File: config.mk
export PLATFORM = sky130hd
export DESIGN_NAME = hazard_ctrl_unit_flat
export DESIGN_NICKNAME = d
export VERILOG_FILES = /design/src/rtl/pipeline_ctrl_pkg.sv /design/src/rtl/hazard_ctrl_unit_if.sv /design/src/rtl/sat_counter.sv /design/src/rtl/hazard_ctrl_unit.sv /design/src/flat_wrapper.sv
export SDC_FILE = /design/constraint.sdc
export NUM_CORES = 1
export LEC_CHECK = 0
export ABC_AREA = 1
export BUFFER_PORTS_ARGS = -buffer_cell sky130_fd_sc_hd__buf_2
export CAP_MARGIN = 25
export CORE_MARGIN = 10
export CORE_UTILIZATION = 50
export CTS_CLUSTER_DIAMETER = 50
export DETAILED_ROUTE_END_ITERATION = 12
export HOLD_SLACK_MARGIN = 0.12
export PLACE_DENSITY = 0.73
export SETUP_SLACK_MARGIN = 0.2
export SLEW_MARGIN = 30
export SYNTH_ARGS = -nofsm -noshare
export SYNTH_HDL_FRONTEND = slang
export SYNTH_HIERARCHICAL = 1
export SYNTH_SLANG_ARGS = --single-unit
export TNS_END_PERCENT = 10
File: constraint.sdc
create_clock -name clk -period 4.8 [get_ports clk]
set_input_delay 0.96 -clock clk [delete_from_list [all_inputs] [get_ports clk]]
set_output_delay 0.96 -clock clk [all_outputs]
set_load 0.005 [all_outputs]
File: src/rtl/pipeline_ctrl_pkg.sv
// Shared encodings and parameter limits for the pipeline hazard controller.
// Also provides a clamp helper so out-of-range parameters degrade to the nearest legal value.
package pipeline_ctrl_pkg;

  typedef enum logic [1:0] {
    RUN      = 2'd0,
    LU_STALL = 2'd1,
    REDIRECT = 2'd2
  } state_e;

  localparam logic [4:0] REG_ZERO = 5'd0;

  localparam int BUBBLES_MIN = 1;
  localparam int BUBBLES_MAX = 3;
  localparam int FLUSH_MIN   = 1;
  localparam int FLUSH_MAX   = 3;

  function automatic int clamp_range(input int v, input int lo, input int hi);
    if (v < lo) return lo;
    if (v > hi) return hi;
    return v;
  endfunction

endpackage

File: src/rtl/hazard_ctrl_unit_if.sv
// Decode/execute hazard information in, pipeline stall/flush controls and perf counters out.
// The slave side is the hazard controller; the master side is the datapath.
interface hazard_ctrl_unit_if #(
  parameter int CNT_W = 32
);
  logic [4:0]       id_rs1_addr;
  logic [4:0]       id_rs2_addr;
  logic             id_uses_rs1;
  logic             id_uses_rs2;
  logic [4:0]       ex_rd_addr;
  logic             ex_mem_read;
  logic             ex_redirect;
  logic             ctr_clear;

  logic             pc_stall;
  logic             if_id_stall;
  logic             if_id_flush;
  logic             id_ex_stall;
  logic             id_ex_flush;
  logic             busy;
  logic [CNT_W-1:0] stall_cycles;
  logic [CNT_W-1:0] redirect_count;

  modport master (
    output id_rs1_addr, id_rs2_addr, id_uses_rs1, id_uses_rs2,
           ex_rd_addr, ex_mem_read, ex_redirect, ctr_clear,
    input  pc_stall, if_id_stall, if_id_flush, id_ex_stall, id_ex_flush,
           busy, stall_cycles, redirect_count
  );

  modport slave (
    input  id_rs1_addr, id_rs2_addr, id_uses_rs1, id_uses_rs2,
           ex_rd_addr, ex_mem_read, ex_redirect, ctr_clear,
    output pc_stall, if_id_stall, if_id_flush, id_ex_stall, id_ex_flush,
           busy, stall_cycles, redirect_count
  );

endinterface

File: src/rtl/sat_counter.sv
// Saturating up-counter: holds at all-ones, synchronous clear wins over increment.
// Single-cycle update, no backpressure.
module sat_counter #(
  parameter int W = 32
) (
  input  logic         clk,
  input  logic         rst_n,
  input  logic         clr,
  input  logic         inc,
  output logic [W-1:0] count
);

  logic [W-1:0] r_count;

  always_ff @(posedge clk or negedge rst_n) begin
    if (!rst_n) begin
      r_count <= '0;
    end else if (clr) begin
      r_count <= '0;
    end else if (inc && (r_count != {W{1'b1}})) begin
      r_count <= r_count + 1'b1;
    end
  end

  assign count = r_count;

endmodule

File: src/rtl/hazard_ctrl_unit.sv
// Load-use stall and redirect flush controller for the 5-stage core; controls are Mealy (same cycle).
// Counts stall cycles and accepted redirects with saturating counters.
module hazard_ctrl_unit
  import pipeline_ctrl_pkg::*;
#(
  parameter int LOAD_USE_BUBBLES      = 1,
  parameter int REDIRECT_FLUSH_CYCLES = 1,
  parameter int CNT_W                 = 32
) (
  input  logic               clk,
  input  logic               rst_n,
  hazard_ctrl_unit_if.slave  bus
);

  localparam int LU_B = clamp_range(LOAD_USE_BUBBLES, BUBBLES_MIN, BUBBLES_MAX);
  localparam int RF_B = clamp_range(REDIRECT_FLUSH_CYCLES, FLUSH_MIN, FLUSH_MAX);

  // A single bubble or flush cycle is fully handled in RUN; no extra state needed.
  localparam state_e     LU_NEXT    = (LU_B > 1) ? LU_STALL : RUN;
  localparam state_e     RF_NEXT    = (RF_B > 1) ? REDIRECT : RUN;
  localparam logic [1:0] LU_CNT_INI = 2'(LU_B - 1);
  localparam logic [1:0] RF_CNT_INI = 2'(RF_B - 1);

  state_e     r_state;
  logic [1:0] r_cnt;

  logic w_load_use;
  logic w_stall;
  logic w_flush;
  logic w_redirect_acc;

  always_comb begin
    w_load_use = bus.ex_mem_read && (bus.ex_rd_addr != REG_ZERO) &&
                 ((bus.id_uses_rs1 && (bus.id_rs1_addr == bus.ex_rd_addr)) ||
                  (bus.id_uses_rs2 && (bus.id_rs2_addr == bus.ex_rd_addr)));
  end

  always_comb begin
    w_stall        = 1'b0;
    w_flush        = 1'b0;
    w_redirect_acc = 1'b0;
    if (rst_n) begin
      case (r_state)
        RUN: begin
          if (bus.ex_redirect) begin
            w_flush        = 1'b1;
            w_redirect_acc = 1'b1;
          end else if (w_load_use) begin
            w_stall = 1'b1;
          end
        end
        LU_STALL: begin
          if (bus.ex_redirect) begin
            w_flush        = 1'b1;
            w_redirect_acc = 1'b1;
          end else begin
            w_stall = 1'b1;
          end
        end
        REDIRECT: w_flush = 1'b1;
        default: ;
      endcase
    end
  end

  always_ff @(posedge clk or negedge rst_n) begin
    if (!rst_n) begin
      r_state <= RUN;
      r_cnt   <= 2'd0;
    end else begin
      case (r_state)
        RUN: begin
          if (bus.ex_redirect) begin
            r_state <= RF_NEXT;
            r_cnt   <= RF_CNT_INI;
          end else if (w_load_use) begin
            r_state <= LU_NEXT;
            r_cnt   <= LU_CNT_INI;
          end
        end
        LU_STALL: begin
          if (bus.ex_redirect) begin
            r_state <= RF_NEXT;
            r_cnt   <= RF_CNT_INI;
          end else if (r_cnt <= 2'd1) begin
            r_state <= RUN;
            r_cnt   <= 2'd0;
          end else begin
            r_cnt <= r_cnt - 2'd1;
          end
        end
        REDIRECT: begin
          if (r_cnt <= 2'd1) begin
            r_state <= RUN;
            r_cnt   <= 2'd0;
          end else begin
            r_cnt <= r_cnt - 2'd1;
          end
        end
        default: begin
          r_state <= RUN;
          r_cnt   <= 2'd0;
        end
      endcase
    end
  end

  assign bus.pc_stall    = w_stall;
  assign bus.if_id_stall = w_stall;
  assign bus.id_ex_stall = w_stall;
  assign bus.if_id_flush = w_flush;
  assign bus.id_ex_flush = w_flush;
  assign bus.busy        = rst_n && ((r_state == LU_STALL) || (r_state == REDIRECT));

  sat_counter #(.W(CNT_W)) u_stall_ctr (
    .clk   (clk),
    .rst_n (rst_n),
    .clr   (bus.ctr_clear),
    .inc   (w_stall),
    .count (bus.stall_cycles)
  );

  sat_counter #(.W(CNT_W)) u_redirect_ctr (
    .clk   (clk),
    .rst_n (rst_n),
    .clr   (bus.ctr_clear),
    .inc   (w_redirect_acc),
    .count (bus.redirect_count)
  );

endmodule
File: src/flat_wrapper.sv
// flat-port wrapper written by rule: the top's interface ports become plain ports
module hazard_ctrl_unit_flat import pipeline_ctrl_pkg::*;
#(
  parameter int LOAD_USE_BUBBLES      = 1,
  parameter int REDIRECT_FLUSH_CYCLES = 1,
  parameter int CNT_W                 = 32
)
  (clk, rst_n, bus_id_rs1_addr, bus_id_rs2_addr, bus_id_uses_rs1, bus_id_uses_rs2, bus_ex_rd_addr, bus_ex_mem_read, bus_ex_redirect, bus_ctr_clear, bus_pc_stall, bus_if_id_stall, bus_if_id_flush, bus_id_ex_stall, bus_id_ex_flush, bus_busy, bus_stall_cycles, bus_redirect_count);
  hazard_ctrl_unit_if #(.CNT_W(CNT_W)) bus_i ();
  input  logic clk;
  input  logic rst_n;
  input wire logic [$bits(bus_i.id_rs1_addr)-1:0] bus_id_rs1_addr;
  input wire logic [$bits(bus_i.id_rs2_addr)-1:0] bus_id_rs2_addr;
  input wire logic [$bits(bus_i.id_uses_rs1)-1:0] bus_id_uses_rs1;
  input wire logic [$bits(bus_i.id_uses_rs2)-1:0] bus_id_uses_rs2;
  input wire logic [$bits(bus_i.ex_rd_addr)-1:0] bus_ex_rd_addr;
  input wire logic [$bits(bus_i.ex_mem_read)-1:0] bus_ex_mem_read;
  input wire logic [$bits(bus_i.ex_redirect)-1:0] bus_ex_redirect;
  input wire logic [$bits(bus_i.ctr_clear)-1:0] bus_ctr_clear;
  output wire logic [$bits(bus_i.pc_stall)-1:0] bus_pc_stall;
  output wire logic [$bits(bus_i.if_id_stall)-1:0] bus_if_id_stall;
  output wire logic [$bits(bus_i.if_id_flush)-1:0] bus_if_id_flush;
  output wire logic [$bits(bus_i.id_ex_stall)-1:0] bus_id_ex_stall;
  output wire logic [$bits(bus_i.id_ex_flush)-1:0] bus_id_ex_flush;
  output wire logic [$bits(bus_i.busy)-1:0] bus_busy;
  output wire logic [$bits(bus_i.stall_cycles)-1:0] bus_stall_cycles;
  output wire logic [$bits(bus_i.redirect_count)-1:0] bus_redirect_count;
  assign bus_i.id_rs1_addr = bus_id_rs1_addr;
  assign bus_i.id_rs2_addr = bus_id_rs2_addr;
  assign bus_i.id_uses_rs1 = bus_id_uses_rs1;
  assign bus_i.id_uses_rs2 = bus_id_uses_rs2;
  assign bus_i.ex_rd_addr = bus_ex_rd_addr;
  assign bus_i.ex_mem_read = bus_ex_mem_read;
  assign bus_i.ex_redirect = bus_ex_redirect;
  assign bus_i.ctr_clear = bus_ctr_clear;
  assign bus_pc_stall = bus_i.pc_stall;
  assign bus_if_id_stall = bus_i.if_id_stall;
  assign bus_if_id_flush = bus_i.if_id_flush;
  assign bus_id_ex_stall = bus_i.id_ex_stall;
  assign bus_id_ex_flush = bus_i.id_ex_flush;
  assign bus_busy = bus_i.busy;
  assign bus_stall_cycles = bus_i.stall_cycles;
  assign bus_redirect_count = bus_i.redirect_count;
  hazard_ctrl_unit #(.LOAD_USE_BUBBLES(LOAD_USE_BUBBLES), .REDIRECT_FLUSH_CYCLES(REDIRECT_FLUSH_CYCLES), .CNT_W(CNT_W)) u_core (.clk(clk), .rst_n(rst_n), .bus(bus_i));
endmodule
==> results.cfg <==
[floorplan]
core_area_um2 = 9820
start_util = 0.516
die_height_um = 121
die_area_um2 = 14600
die_x_um = 121
rows = 36
ioPinCount = 92

[sta]
worst_pin_slew_ns = 0.832
slew_headroom = 0.445
setup_viol = 0
fin_skew_ns = 0.00814
rsz0062_at_grt = no
min_period_over_period = 0.715
slew_violations = 0
timing.fmax_mhz = 291
min_period_ns = 3.43
hold_violations = 0
fin_setup_tns_ns = 0

[synth]
synthArstFlopShare = 1.00
yosys_warnings = 6
synth-main-ff-cell = dfrtp_1
synth_fp_nets = 824
syn-instance-count = 797
ys_ff_latch = 68
ys_types = 29
syn-cell-area_um2 = 5070
postSynthAreaPerCell_um2 = 6.36
synth-edff-count = 0
synth-seq-area-share = 0.336

[finish]
nets = 909
final-seq-area_um2 = 1700
multiInputGateArea_um2 = 2900
fillCellCount = 994
final_cells = 1019
syn_to_final_growth_pct = 13.1
final_cell_area_um2 = 5730
drive_gt1_frac = 0.170
n_antenna_cell = 0

[drt]
vias_per_cell = 5.29
dr_total_vias = 5391
wl_per_cell_um = 14.1
drt-initial-drc-count = 396
ant_nets = 0
route.detailed.drc = 0
dr.pass1.iters = 7
wl_um = 14400

[global_routing]
busiest_layer = met2
grt_max_degree = 48
antenna_found_initial = 0
grtUsageMet1 = 0.234
grt_pass1_vias = 5085
use_met3 = 0.0386
track_usage = 0.196
use_met2 = 0.338
grt-ovfl-total = 0
grt_pass1_wl_um = 23800

[pwr]
ir_drop_uv = 116
leakage_nw = 2.97
cellPowerDensity_nw_per_um2 = 191

[clocking]
cts_sinks = 68
tritoncts.num_buffers = 9
clkLatencyLatePin_ns = 0.35
cts_tree = built
ctsResizeCount = 0
cts_root_buf = clkbuf_8
cts.clk_slew.worst_paths_ns = 0.07
hold_buffers = 0
h-tree-depth = 3
cts_buffer_depth = 2
postCtsSetupBuffers = 0

[placement]
io_buffers = 91
gp_congestion = 0.908
dp_hpwl_um = 10600
place_area_um2 = 5560
placed_cells = 1004

[outcome]
status = finished, final reports clean

[critical_path]
reg2reg_depth = 10
setup.worst_path.class = reg -> out
reg2reg_from = u_core/r_state[1]$_DFFE_PN0P_
r2r-end = u_core/u_stall_ctr/count[28]$_DFFE_PN0P_
endpoint_kind = primary output
required_ns = 3.84
cp_max_fo = 6
regToRegSetupSlack_ns = 1.91
critPathLaunchType = flip-flop
cp.arrival_ns = 2.47

[hold_path]
worstHoldStart = u_core/r_cnt[0]$_DFFE_PN0P_
whs_path_depth = 2
hp-class = reg -> reg
min_to = u_core/r_cnt[0]$_DFFE_PN0P_

[run]
maxCapViolCount = 0
## worst max path at each step
stage / startpoint / to / slack, ns / depth (start not counted)
floorplan: bus_ex_rd_addr[2] / bus_if_id_stall / 1.71 / 9
global placement: rst_n / u_core/u_stall_ctr/count[26]$_DFFE_PN0P_ / 1.35 / 7
detailed placement: rst_n / bus_if_id_stall / 1.45 / 4
CTS: u_core/r_state[1]$_DFFE_PN0P_ / bus_if_id_stall / 1.39 / 7
global route: u_core/r_state[1]$_DFFE_PN0P_ / bus_if_id_stall / 1.21 / 7
finish: u_core/r_state[1]$_DFFE_PN0P_ / bus_if_id_stall / 1.37 / 7
## registers in the layout, indices dropped and copies added (netlist names)
register,flops
u_core/u_redirect_ctr/count,32
u_core/u_stall_ctr/count,32
u_core/r_cnt,2
u_core/r_state,2
## cells by family (layout without fill, tap and decap cells)
logic type	after synthesis	after routing	synth area share
XOR/XNOR	18	18	0.0311
flip-flops	68	68	0.336
buffers and inverters	105	194	0.0923
AND/OR/NAND/NOR	555	555	0.481
AO/OA/AOI/OAI	46	46	0.0469
adder cells (fa/ha/maj)	5	5	0.0123
## synthesized netlist by cell type, drive strengths merged (4+ instances only)
master  number  area share
nor2       131        0.11
inv         86       0.064
buf         15       0.026
nand3       76       0.075
a21oi       12       0.012
xor2        10       0.017
clkbuf       4      0.0030
ha           5       0.012
o21ai       31       0.031
nand4       19       0.023
nand2      324        0.26
dfrtp       68        0.34
xnor2        8       0.014
## layout make-up
class,instances,area share
clock inverter,2,0.00175
inverter,86,0.0563
sequential,68,0.297
clock buffer,13,0.0277
timing repair buffer,93,0.0821
tap,133,0.0290
multi-input combinational,624,0.506
## cell usage in the layout, fill, tap and decap left out, drive strengths merged
cell type / synthesis / final
nand2: 324 / 324
nor2: 131 / 131
buf: 15 / 93
inv: 86 / 86
nand3: 76 / 76
dfrtp: 68 / 68
o21ai: 31 / 31
nand4: 19 / 19
clkbuf: 4 / 13
a21oi: 12 / 12
xor2: 10 / 10
xnor2: 8 / 8
ha: 5 / 5
clkinv: 0 / 2
nand3b: 2 / 2
or2: 2 / 2
a22oi: 2 / 2
nor3: 1 / 1
o211ai: 1 / 1
## where the power goes
group / internal (mW) / switching (mW)
sequential: 0.574 / 0.00119
clock: 0.212 / 0.225
combinational: 0.0202 / 0.0619
## worst max-delay path: stages (launching register included)
cell and delay (ns):
dfrtp_1 0.44, inv_1 0.13, ha_1 0.18, inv_1 0.05, nor2_1 0.37, o21ai_0 0.16
a21oi_1 0.54, buf_2 0.25
## per-stage QoR
stage | total power, mW | util | setup WS, ns | hold slack, ns
floorplan | 0.638 | - | 1.71 | 0.498
global placement | 0.666 | 0.566 | 1.35 | 0.518
detailed placement | 0.669 | 0.567 | 1.45 | 0.527
CTS | 1.10 | 0.584 | 1.39 | 0.544
global route | 1.13 | 0.584 | 1.21 | 0.601
finish | 1.09 | 0.584 | 1.37 | 0.548
## routing by layer
layer  vias up  wire length [um]
met5         -                 0
met4         0               236
met3        18              1030
met2       205              7080
met1      2515              6020
li1       2653                 -
Power figures use the tool's default switching activity.
